<file path="config.mk">
export PLATFORM = sky130hd
export DESIGN_NAME = multicycle_control
export DESIGN_NICKNAME = d
export VERILOG_FILES = /design/src/rtl/multicycle_control.sv
export SDC_FILE = /design/constraint.sdc
export NUM_CORES = 1
export LEC_CHECK = 0
export BUFFER_PORTS_ARGS = -buffer_cell sky130_fd_sc_hd__buf_4
export CAP_MARGIN = 10
export CORE_AREA = 2 2 39 41
export DETAILED_ROUTE_END_ITERATION = 6
export DIE_AREA = 0 0 41 43
export PLACE_DENSITY = 0.68
export RECOVER_POWER = 100
export SLEW_MARGIN = 5
export SYNTH_ARGS = -nofsm -noshare
export SYNTH_HDL_FRONTEND = slang
export SYNTH_SLANG_ARGS = --single-unit
</file>
<file path="constraint.sdc">
create_clock -name Clk -period 2.1 [get_ports Clk]
set_input_delay 0.105 -clock Clk [delete_from_list [all_inputs] [get_ports Clk]]
set_output_delay 0.105 -clock Clk [all_outputs]
set_load 0.02 [all_outputs]
</file>
<file path="src/rtl/multicycle_control.sv">
// Main control FSM for the multicycle datapath.
// Sequences datapath enables per opcode and flags unsupported opcodes.
module multicycle_control #(
    parameter logic [5:0] OP_RTYPE = 6'b000000,
    parameter logic [5:0] OP_LW    = 6'b100011,
    parameter logic [5:0] OP_SW    = 6'b101011,
    parameter logic [5:0] OP_BEQ   = 6'b000100,
    parameter logic [5:0] OP_J     = 6'b000010
) (
    input  logic       Clk,
    input  logic       Rst,
    input  logic [5:0] opcode,
    output logic       PCWrite,
    output logic       PCWriteCond,
    output logic       IorD,
    output logic       MemRead,
    output logic       MemWrite,
    output logic       IRWrite,
    output logic       MemtoReg,
    output logic       RegDst,
    output logic       RegWrite,
    output logic       ALUSrcA,
    output logic [1:0] ALUSrcB,
    output logic [1:0] ALUOp,
    output logic [1:0] PCSource,
    output logic       IllegalOp,
    output logic [3:0] state
);

    typedef enum logic [3:0] {
        S_RESET   = 4'd0,
        S_FETCH   = 4'd1,
        S_DECODE  = 4'd2,
        S_MEMADDR = 4'd3,
        S_MEMRD   = 4'd4,
        S_MEMWB   = 4'd5,
        S_MEMWR   = 4'd6,
        S_EXEC    = 4'd7,
        S_RCOMP   = 4'd8,
        S_BRANCH  = 4'd9,
        S_JUMP    = 4'd10
    } state_e;

    state_e state_q, state_d;
    logic   illegal_q, illegal_d;

    always_ff @(posedge Clk or negedge Rst) begin
        if (!Rst) begin
            state_q   <= S_RESET;
            illegal_q <= 1'b0;
        end else begin
            state_q   <= state_d;
            illegal_q <= illegal_d;
        end
    end

    always_comb begin
        state_d   = S_FETCH;
        illegal_d = illegal_q;
        case (state_q)
            S_RESET:  state_d = S_FETCH;
            S_FETCH:  state_d = S_DECODE;
            S_DECODE: begin
                case (opcode)
                    OP_LW, OP_SW: state_d = S_MEMADDR;
                    OP_RTYPE:     state_d = S_EXEC;
                    OP_BEQ:       state_d = S_BRANCH;
                    OP_J:         state_d = S_JUMP;
                    default: begin
                        state_d   = S_FETCH;
                        illegal_d = 1'b1;
                    end
                endcase
            end
            // IR is frozen since FETCH, so the opcode still names LW or SW
            S_MEMADDR: begin
                if (opcode == OP_LW)      state_d = S_MEMRD;
                else if (opcode == OP_SW) state_d = S_MEMWR;
                else                      state_d = S_FETCH;
            end
            S_MEMRD:  state_d = S_MEMWB;
            S_EXEC:   state_d = S_RCOMP;
            default:  state_d = S_FETCH;
        endcase
    end

    always_comb begin
        PCWrite     = 1'b0;
        PCWriteCond = 1'b0;
        IorD        = 1'b0;
        MemRead     = 1'b0;
        MemWrite    = 1'b0;
        IRWrite     = 1'b0;
        MemtoReg    = 1'b0;
        RegDst      = 1'b0;
        RegWrite    = 1'b0;
        ALUSrcA     = 1'b0;
        ALUSrcB     = 2'b00;
        ALUOp       = 2'b00;
        PCSource    = 2'b00;
        case (state_q)
            S_FETCH: begin
                MemRead = 1'b1;
                IRWrite = 1'b1;
                PCWrite = 1'b1;
                ALUSrcB = 2'b01;
            end
            S_DECODE:  ALUSrcB = 2'b11;
            S_MEMADDR: begin
                ALUSrcA = 1'b1;
                ALUSrcB = 2'b10;
            end
            S_MEMRD: begin
                MemRead = 1'b1;
                IorD    = 1'b1;
            end
            S_MEMWB: begin
                RegWrite = 1'b1;
                MemtoReg = 1'b1;
            end
            S_MEMWR: begin
                MemWrite = 1'b1;
                IorD     = 1'b1;
            end
            S_EXEC: begin
                ALUSrcA = 1'b1;
                ALUOp   = 2'b10;
            end
            S_RCOMP: begin
                RegWrite = 1'b1;
                RegDst   = 1'b1;
            end
            S_BRANCH: begin
                ALUSrcA     = 1'b1;
                ALUOp       = 2'b01;
                PCWriteCond = 1'b1;
                PCSource    = 2'b01;
            end
            S_JUMP: begin
                PCWrite  = 1'b1;
                PCSource = 2'b10;
            end
            default: ;
        endcase
    end

    assign IllegalOp = illegal_q;
    assign state     = state_q;

endmodule

</file>
Yosys cells after proc, flatten, opt, wreduce, memory -nomap -nowiden
Index checks and enable logic that the tools add are counted.
Widths: inputs -> output; s select.
{"block": "word_totals", "ff_bits": 5, "latchBits": 0, "ramBits": 0, "mem_bits_ro": 0, "out_inout_bits": 21, "mem_count": 0}
{"block": "op_classes", "add_sub_neg": 0, "n_mul": 0, "n_div": 0, "n_lt_le_gt_ge": 0, "n_eq_ne": 14, "n_shift": 0, "n_mux": 17, "bitwise_logic": 1, "reduce_logical": 9}
{"operator": "$pmux 4 s5", "count": 1}
{"operator": "$eq 4x3->1 const B", "count": 4}
{"operator": "$pmux 4 s4", "count": 1}
{"operator": "$eq 4x4->1 const B", "count": 3}
{"operator": "$eq 6x6->1 const B", "count": 2}
{"operator": "$mux 1", "count": 10}
{"operator": "$reduce_or 2->1", "count": 5}
{"operator": "$eq 4x2->1 const B", "count": 2}
{"operator": "$pmux 2 s2", "count": 2}
{"operator": "$eq 6x2->1 const B", "count": 1}
{"operator": "$eq 6x3->1 const B", "count": 1}
{"operator": "$logic_not 6->1", "count": 1}
{"operator": "$mux 3", "count": 2}
{"operator": "$pmux 2 s3", "count": 1}
{"operator": "$reduce_or 5->1", "count": 1}
{"operator": "$eq 4x1->1 const B", "count": 1}
{"operator": "$reduce_or 3->1", "count": 1}
{"operator": "$reduce_and 2->1", "count": 1}
{"operator": "$not 1->1", "count": 1}

Logic depth before layout (Yosys ltp)
Gate-level depths: netlist of run 1.
{"block": "logic_depth", "depth_word": 4, "depth_mapped": 4}

Least setup slack after synthesis of run 1
Ideal clock, no wire load.
{"block": "synth_timing", "kind": "reg2out", "startpoint": "register state_q[3] (netlist: state[3])", "endpoint": "output PCWrite", "arrival_time_ns": 1.481, "required_time_ns": 1.995, "setup_slack_ns": 0.514, "stages_incl_launch_ff": 4, "n_path_buf": 1, "path_cell_list": "dfrtp_1 clkbuf_1 or3b_2 a21oi_1"}
{"block": "synth_between", "elab_chain_cells": 3, "word_cells_on_any_way": 4}
{"element": "start, declared", "line": "44", "source": "state_e state_q, state_d;"}
{"element": "start signal, assigned", "line": "52", "source": "state_q <= state_d;"}
{"element": "$eq 4x1->1 or $eq 4x4->1 (tied branches)", "line": "101", "source": "case (state_q)"}
{"element": "$reduce_or 2->1 (no line) (*)"}
{"element": "$mux 1 (*)", "line": "101"}
{"element": "end, declared", "line": "13", "source": "output logic PCWrite,"}
Every way passes the cells marked *; elsewhere a longest branch is shown, timed or not.

Final worst setup path of run 1
{"block": "layout_timing", "startpoint": "register state_q[0] (netlist: state[0])", "endpoint": "output PCWrite"}
The elaborated chain is that of the path after synthesis.

==> impl_metrics.py, run 1 <==
metrics = {
    "worst_hold_path": {
        "min-delay-start": "opcode[4]",
        "hold_path_class": "primary input to register",
    },
    "timing": {
        "setup_viol": 0,
        "finClkSkew_ps": 5.358,
        "rsz0062_at_grt": "false",
        "tightest_slew_ps": 464.6,
        "layout_setup_ws_ps": 260.4,
        "max-slew-margin-rel_pct": 69.03,
        "finalMaxSlewViolations": 0,
        "fin_crit_ps": 1840,
        "hold_slack_ps": 115.2,
        "hold_violations": 0,
        "tns_ps": 0,
        "fin_crit_sh_pct": 87.60,
        "fmax_mhz": 543.6,
    },
    "clocking": {
        "htreeDepth": 1,
        "ctsResizeCount": 0,
        "clock_path_buffers": 2,
        "cts_tree": "done",
        "cts.clk_slew.worst_paths_ps": 40,
        "cts_made_buffers": 3,
        "cts_sinks": 5,
        "root_buffer": "clkbuf_4",
        "clock_latency_ps": 240,
    },
    "floorplanning": {
        "fp-row-count": 14,
        "dieHeight_um": 43,
        "io_pins": 29,
        "dieArea_um2": 1763,
        "die_width_um": 41,
        "core_um2": 1384,
        "start_util_pct": 34.09,
    },
    "power": {
        "p_per_area_nw_per_um2": 538.7,
        "peakVddDrop_mv": 0.4234,
        "p_leak_nw": 0.2327,
    },
    "route": {
        "drt_first_pass_iters": 4,
        "drt_iter0_markers": 16,
        "drt-total-wl_um": 1289,
        "wl_per_cell_um": 12.16,
        "ant_nets": 0,
        "via_per_inst": 5.255,
        "route.detailed.drc": 0,
        "via_count": 557,
    },
    "final_layout": {
        "multi_input_area_um2": 320.3,
        "antennaDiodeCount": 0,
        "fillers": 171,
        "seq_area_um2": 125.1,
        "drive_above_1_share_pct": 17.78,
        "fin_nets": 99,
        "area_growth_pct": 35.01,
    },
    "logic_synthesis": {
        "syn-mean-instance-area_um2": 7.608,
        "yosysUniqueCellTypes": 28,
        "synth_compound_area_share_pct": 17.77,
        "synth_seq_cells": 5,
        "synth_fa_ha_area_share_pct": 0,
        "syn_area_um2": 471.7,
        "syn_nets": 70,
        "yosysSeqAreaShare_pct": 26.53,
        "synth_top_family_by_area": "simple AND/OR/NAND/NOR gates",
        "ys.warnings.count": 0,
        "synth_xor_area_share_pct": 5.570,
        "yosys.area_share.simple_pct": 42.44,
        "syn-instance-count": 62,
        "synthMuxAreaShare_pct": 2.122,
    },
    "placement": {
        "hpwl_um": 979.5,
        "port_buffers": 28,
        "gp_congestion": 0.8130,
        "pre_cts_ws_ps": 606.9,
    },
    "global_routing": {
        "grt_pass1_wl_um": 1973,
        "grt_start_max_net_pins": 18,
        "track_usage_pct": 15.77,
        "overflow": 0,
        "antenna_found_initial": 0,
        "grt_pass1_vias": 490,
    },
    "setup_path": {
        "critical_path.max_stage_delay_ps": 610,
        "crit_chain": "or3b_2, a21oi_1, clkbuf_1",
        "critical_path.startpoint": "state[0]",
        "rr_worst_depth": 3,
        "crit_path_end": "PCWrite",
        "rr_endpoint": "state[1]",
        "reg2reg_from": "state[1]",
        "cp-start-kind": "register",
        "path_class": "register to output pin",
        "cp.required_ps": 2000,
        "crit_slowest_cell": "dfrtp_1",
        "r2r_slack_ps": 580,
        "cp_max_fo": 17,
        "crit_arrival_ps": 1730,
        "end_kind": "output pin",
    },
    "run": {
        "cap_violations": 0,
    },
    "run_status": {
        "status": "finished clean",
    },
}
[layout make-up]
class,count,area share [%]
clock buffers,4,4.126
multi-input cells,52,50.29
flip-flops and latches,5,19.65
well taps,16,3.143
repair buffers,29,22.79
[cell families (layout without fill, tap and decap cells)]
group           Yosys count  in the layout
compound gates           11             11
mux                       1              1
flops                     5              5
simple gates             37             37
buf+inv                   5             33
xor+xnor                  3              3
[stage by stage]
step                      std cells  area [µm²]  util, %  power [mW]
after floorplan                  62       471.7        -      0.1924
after global placement          101       675.6    48.82      0.2507
after detailed placement        101       675.6    48.82      0.2534
after CTS                       106       711.9    51.45      0.3681
after global routing            106       636.9    46.02      0.3691
final                           106       636.9    46.02      0.3431
[layer usage]
metal	part of all wire (%)	up-vias	GRT usage [%]
met2	50	21	26.25
met5	0	-	0
li1	-	286	-
met3	8.5	0	5.236
met4	0	0	2.667
met1	42	250	19.08
[sequential cells by signal, indices dropped and copies added, names as in the netlist]
register	cells
IllegalOp	1
state	4
[timing repair]
action                    CTS  global route
hold endpoints to repair    5             0
buffers inserted            0             0
hold buffers                1             0
[power by group]
group          internal, mW  leakage, nW  switching (mW)
Sequential            0.101       0.0601          0.0150
Clock                0.0717       0.0150          0.0368
Combinational        0.0466        0.158          0.0722
[synth_stat cells]
cell type / instances / area [µm²]
a211o_1: 1 / 8.760
a21boi_0: 1 / 7.510
a21oi_1: 3 / 15.01
a311oi_1: 1 / 8.760
a31o_2: 1 / 8.760
a41o_1: 1 / 10.01
and2_1: 2 / 12.51
and3_2: 1 / 7.510
and4_2: 1 / 10.01
buf_2: 3 / 15.01
buf_4: 1 / 7.510
clkbuf_1: 1 / 3.750
dfrtp_1: 5 / 125.1
mux2i_1: 1 / 10.01
nand2_1: 3 / 11.26
nand2b_1: 4 / 25.02
nand3_1: 4 / 20.02
nand3b_1: 2 / 15.01
nand4_1: 1 / 6.260
nor2_1: 10 / 37.54
nor2b_1: 1 / 6.260
nor3_1: 5 / 25.02
o211ai_1: 1 / 7.510
o32ai_1: 2 / 17.52
or3_1: 1 / 6.260
or3b_2: 2 / 17.52
xnor2_1: 2 / 17.52
xor2_1: 1 / 8.760
[how the worst min path moves through the flow]
stage / end / slack, ps / cells after the start
floorplan: IllegalOp / -190 / 0
global placement: state[2] / -90 / 1
detailed placement: state[0] / -90 / 1
CTS: state[3] / 110 / 2
global route: state[3] / 100 / 2
finish: state[3] / 120 / 2
[critical path: cells and delay by family (launching register included)]
family | cells | cell delay, ps
and+or+nand+nor | 1 | 480
AOI/OAI and AO/OA | 1 | 150
buffers and inverters | 1 | 250
DFF | 1 | 610
[cell usage in the layout, fill, tap and decap left out, types with 2 or more instances in the layout]
| master | instances |
|---|---|
| clkbuf_4 | 3 |
| dfrtp_1 | 5 |
| buf_4 | 8 |
| and2_0 | 2 |
| nor3_1 | 5 |
| a21oi_1 | 3 |
| nor2_1 | 10 |
| or3b_2 | 2 |
| xnor2_1 | 2 |
| nand2_1 | 3 |
| nand3b_1 | 2 |
| o32ai_1 | 2 |
| nand2b_1 | 4 |
| nand3_1 | 4 |
| clkbuf_1 | 21 |
No activity file was read; power rests on OpenSTA's default activity.
==> run 2, diff against run 1 <==
--- a/config.mk
+++ b/config.mk
@@ -5,9 +5,11 @@
 export SDC_FILE = /design/constraint.sdc
 export NUM_CORES = 1
 export LEC_CHECK = 0
+export ABC_AREA = 1
 export BUFFER_PORTS_ARGS = -buffer_cell sky130_fd_sc_hd__buf_4
 export CAP_MARGIN = 10
 export CORE_AREA = 2 2 39 41
+export CTS_CLUSTER_DIAMETER = 120
 export DETAILED_ROUTE_END_ITERATION = 6
 export DIE_AREA = 0 0 41 43
 export PLACE_DENSITY = 0.68
==> run 2 against run 1 <==
Design area down 0.39%. Highest routed layer unchanged. Setup slack better by 310 ps. Global-route usage about the same. Largest power group unchanged. Register-to-register slack better by 330 ps. Power up 110%. Sequential cell count unchanged. Die area unchanged. Clock skew up 7.0 ps. Non-clock buffer count unchanged.
==> impl_metrics.py, run 2 <==
metrics = {
    "run_status": {
        "status": "finished clean",
    },
    "setup_path": {
        "r2r_slack_ps": 910,
        "rr_worst_depth": 4,
        "critical_path.max_stage_delay_ps": 440,
        "rr_endpoint": "state[0]",
        "crit_chain": "inv_1, nand2_1, inv_1, nand2_1, nand2_1, clkbuf_1",
        "cp_max_fo": 7,
        "critPathTopFamily": "flip-flops",
        "cp.required_ps": 2000,
        "cp-start-kind": "register",
        "critical_path.startpoint": "state[1]",
        "path_buf_inv": 3,
        "path_class": "register to output pin",
        "crit_slowest_cell": "dfrtp_1",
        "reg2reg_from": "state[3]",
        "crit_top_cell": "nand2_1",
        "end_kind": "output pin",
        "crit_arrival_ps": 1420,
    },
    "placement": {
        "hpwl_um": 970.7,
        "place_area_um2": 691.9,
        "post-place-cells": 120,
        "port_buffers": 28,
        "gp_congestion": 0.7177,
    },
    "logic_synthesis": {
        "yosysTopAreaCell": "dfrtp_1",
        "syn-instance-count": 77,
        "synth_common_cells": "nor2_1, inv_1, nand2_1, nand3_1, dfrtp_1",
        "synth_seq_cells": 5,
        "syn_area_um2": 469.2,
        "yosysSeqAreaShare_pct": 26.67,
        "synth_edf_count": 0,
        "synthArstFlopShare_pct": 100.0,
        "synth_top_area_share_pct": 26.67,
        "syn_nets": 85,
        "syn-mean-instance-area_um2": 6.094,
        "synth_flop_cell": "dfrtp_1",
        "ys_top_cells_by_area": "dfrtp_1, nor2_1, inv_1, nand2_1, nand3_1",
        "post-synth-top-count-cell": "nor2_1",
        "ys.warnings.count": 0,
        "yosysUniqueCellTypes": 16,
    },
    "worst_hold_path": {
        "min_to": "state[1]",
        "hold_path_class": "primary input to register",
        "min-delay-start": "opcode[3]",
        "min_delay_path_depth": 5,
    },
    "clocking": {
        "clock_latency_ps": 250,
        "cts.clk_slew.worst_paths_ps": 50,
        "cts_made_buffers": 3,
        "root_buffer": "clkbuf_4",
        "htreeDepth": 1,
        "cts_tree": "done",
        "cts_sinks": 5,
        "clock_path_buffers": 2,
    },
    "timing": {
        "max-slew-margin-rel_pct": 82.17,
        "fmax_mhz": 655.6,
        "rsz0062_at_grt": "false",
        "finalMaxSlewViolations": 0,
        "fin_crit_ps": 1525,
        "tightest_slew_ps": 268.5,
        "tns_ps": 0,
        "hold_slack_ps": 194.0,
        "hold_violations": 0,
        "finClkSkew_ps": 12.36,
        "setup_viol": 0,
        "fin_crit_sh_pct": 72.63,
    },
    "global_routing": {
        "overflow": 0,
        "grt_pass1_vias": 485,
        "grt_pass1_wl_um": 1876,
        "antenna_found_initial": 0,
        "grt_start_max_net_pins": 8,
        "track_usage_pct": 15.81,
    },
    "final_layout": {
        "antennaDiodeCount": 0,
        "final_cell_mix": "clkbuf_1, nor2_1, inv_1",
        "largest_register_ffs": 4,
        "fin_nets": 118,
        "layout.cells.non_filler": 125,
        "fillers": 179,
        "design_area_um2": 634.4,
        "area_growth_pct": 35.20,
        "drive_above_1_share_pct": 15.60,
        "final_common_cell": "clkbuf_1",
    },
    "floorplanning": {
        "io_pins": 29,
        "start_util_pct": 33.91,
        "dieArea_um2": 1763,
        "dieHeight_um": 43,
        "fp-row-count": 14,
        "core_um2": 1384,
        "die_width_um": 41,
    },
    "route": {
        "wl_per_cell_um": 9.440,
        "via_count": 546,
        "via_per_inst": 4.368,
        "drt-total-wl_um": 1180,
        "drt_iter0_markers": 5,
        "ant_nets": 0,
        "drt_first_pass_iters": 3,
        "route.detailed.drc": 0,
    },
    "power": {
        "p_leak_nw": 0.3469,
        "peakVddDrop_mv": 0.3438,
        "p_per_area_nw_per_um2": 1115,
    },
    "run": {
        "cap_violations": 0,
    },
}
[run 2: cell count changes after synthesis, sizes merged, moves of 3 or more]
cell / delta
nand2: +14
nand3: +6
a21oi: -3
inv: +17
nor3: -5
nand2b: -4
nor2: +10
buf: -3
[run 2: area by class of cell]
type	count	area, µm²	area share (%)
Multi-Input combinational cell	54	250.2	39.45
Timing Repair Buffer	29	148.9	23.47
Sequential cell	5	125.1	19.72
Inverter	17	63.81	10.06
Clock buffer	4	26.28	4.142
Tap cell	16	20.02	3.156
[run 2: how the worst max path moves through the flow]
stage	cells past startpoint	slack [ps]	endpoint
after floorplan	5	700	PCSource[0]
after global placement	4	930	RegWrite
after detailed placement	4	930	RegWrite
after CTS	4	660	RegWrite
after global routing	6	430	ALUSrcB[0]
final	6	570	ALUSrcB[0]
[run 2: routing by layer]
metal / part of all wire [%] / vias to the layer above / wire length [µm] / global-route usage (%)
met5: 0 / - / 0 / 0
met4: 0 / 0 / 0 / 10.00
met3: 10 / 0 / 118 / 3.665
met2: 48 / 23 / 567 / 25.62
met1: 42 / 225 / 493 / 17.22
li1: - / 298 / - / -
[run 2: report_power, final]
part | internal [mW] | switching (mW)
combinational | 0.138 | 0.300
clock | 0.0720 | 0.0420
sequential | 0.118 | 0.0377
total | 0.328 | 0.379
[run 2: tightest hold or removal path, delay by kind of cell]
kind          cells  cell delay (ps)
simple gates      3              180
buf+inv           2              120
[run 2: kinds of logic (layout without fill, tap and decap cells)]
logic type,Yosys count,in the layout,share of synthesized area (%)
AOI/OAI and AO/OA,6,6,8.800
and+or+nand+nor,48,48,49.33
buffers and inverters,18,50,15.20
DFF,5,5,26.67
[run 2: per-stage QoR]
stage               power, mW  worst slack, ps  util [%]
global placement       0.6637            928.2     50.00
finish                 0.7075            574.8     45.84
CTS                    0.7828            661.9     52.62
detailed placement     0.6672            929.3     50.00
global route           0.7703            433.3     45.84
floorplan              0.4741            695.3         -
[run 2: timing repair]
item,4_1_cts,5_1_grt
hold buffers,1,0
endpoints found under the setup margin,0,0
setup buffers,0,0
gates resized for setup,0,0
hold endpoints to repair,5,0
==> run 3, diff against run 2 <==
==> constraint.sdc (replaced) <==
create_clock -name Clk -period 1.5 [get_ports Clk]
set_input_delay 0.075 -clock Clk [delete_from_list [all_inputs] [get_ports Clk]]
set_output_delay 0.075 -clock Clk [all_outputs]
set_load 0.02 [all_outputs]
==> run 3 against run 2 <==
Count of clock-buffer cells in the layout stayed put. Sequential cell count stayed put. Wire length is 5.1% lower. Highest routed layer unchanged.
==> impl_metrics.py, run 3 (synthesized netlist as in run 2, its figures left out) <==
metrics = {
    "run_status": {
        "status": "finished clean",
    },
    "clocking": {
        "htreeDepth": 1,
        "cts.clk_slew.worst_paths_ps": 50,
        "cts_setup_buffers": 0,
        "cts_made_buffers": 3,
        "clock_path_buffers": 2,
        "cts_sinks": 5,
        "clock_latency_ps": 240,
        "hold_buffers": 1,
        "ctsResizeCount": 0,
        "cts_tree": "done",
        "root_buffer": "clkbuf_4",
    },
    "setup_path": {
        "cp_max_fo": 5,
        "cp-start-kind": "register",
        "cp.required_ps": 1420,
        "r2r_slack_ps": 350,
        "critPathTopFamily": "flip-flops",
        "path_class": "register to output pin",
        "crit_chain": "nor2_1, inv_1, o22ai_1, buf_4",
        "critical_path.max_stage_delay_ps": 440,
        "path_buf_inv": 2,
        "end_kind": "output pin",
        "crit_arrival_ps": 1290,
        "crit_slowest_cell": "dfrtp_1",
    },
    "placement": {
        "post-place-cells": 120,
        "gp_congestion": 0.7178,
        "port_buffers": 28,
        "hpwl_um": 962.9,
    },
    "floorplanning": {
        "fp-row-count": 14,
        "io_pins": 29,
        "core_um2": 1384,
        "start_util_pct": 33.91,
        "die_width_um": 41,
        "dieHeight_um": 43,
        "dieArea_um2": 1763,
    },
    "timing": {
        "fin_crit_ps": 1370,
        "tightest_slew_ps": 266.1,
        "fmax_mhz": 730.1,
        "max-slew-margin-rel_pct": 82.34,
        "fin_crit_sh_pct": 91.32,
        "hold_violations": 0,
        "finalMaxSlewViolations": 0,
        "setup_viol": 0,
        "rsz0062_at_grt": "false",
        "finClkSkew_ps": 4.164,
        "tns_ps": 0,
    },
    "global_routing": {
        "grt_pass1_vias": 482,
        "antenna_found_initial": 0,
        "grt_start_max_net_pins": 8,
        "overflow": 0,
        "grt_pass1_wl_um": 1718,
        "track_usage_pct": 13.88,
    },
    "final_layout": {
        "final_common_cell": "nor2_1",
        "seq_area_um2": 125.1,
        "multi_input_area_um2": 267.8,
        "layout.cells.non_filler": 125,
        "fin_nets": 118,
        "antennaDiodeCount": 0,
        "fin_util_pct": 48.28,
        "area_growth_pct": 42.40,
        "largest_register_ffs": 4,
        "final_cell_mix": "nor2_1, inv_1, nand2_1",
        "fillers": 181,
        "drive_above_1_share_pct": 29.36,
    },
    "route": {
        "wl_per_cell_um": 8.960,
        "via_count": 548,
        "ant_nets": 0,
        "route.detailed.drc": 0,
        "drt-total-wl_um": 1120,
        "via_per_inst": 4.384,
        "drt_iter0_markers": 5,
        "drt_first_pass_iters": 4,
    },
    "run": {
        "cap_violations": 0,
    },
    "power": {
        "p_leak_nw": 0.3881,
        "peakVddDrop_mv": 0.4309,
        "p_per_area_nw_per_um2": 1522,
    },
    "worst_hold_path": {
        "hold_path_class": "primary input to register",
    },
}
-- run 3: final cells by class --
class                      instances  area share [%]
inverter                          17           9.551
sequential                         5           18.73
clock buffer                       4           3.933
multi-input combinational         54           40.07
timing repair buffer              29           24.72
tap                               16           2.996
-- run 3: tightest hold or removal path: stages --
cell	delay [ps]
buf_4	90
nand3_1	70
nand2_1	60
inv_1	30
nand2_1	50
-- run 3: metal layers --
| layer | vias to the layer above | wire length [µm] | track usage, % |
|---|---|---|---|
| li1 | 302 | - | - |
| met1 | 219 | 462 | 14.24 |
| met2 | 27 | 539 | 25.31 |
| met3 | 0 | 119 | 2.094 |
| met4 | 0 | 0 | 6.000 |
| met5 | - | 0 | 0 |
-- run 3: final timing paths --
| check | startpoint | endpoint | cells past startpoint |
|---|---|---|---|
| max | state[3] | RegWrite | 4 |
| min | opcode[3] | state[1] | 5 |
| max reg2reg | state[3] | IllegalOp | 5 |
| min reg2reg | IllegalOp | IllegalOp | 1 |
| max in group asynchronous | Rst | state[0] | 2 |
| min in group asynchronous | Rst | state[3] | 2 |
-- run 3: report_power, final --
group          switching (mW)  total (mW)  internal (mW)
registers              0.0553       0.220          0.165
clock network          0.0532       0.154          0.100
logic                   0.428       0.643          0.216
-- run 3: per-stage QoR --
stage                     setup slack, ps  cell area, µm²  hold slack [ps]  total power, mW
after floorplan                     125.3           469.2           -220.6           0.6637
after global placement              358.1           691.9           -123.2           0.9292
after detailed placement            374.5           691.9           -122.8           0.9329
after CTS                           117.0           728.2            164.9            1.093
after global routing                5.984           668.1            208.4            1.105
final                               130.2           668.1            171.9            1.017
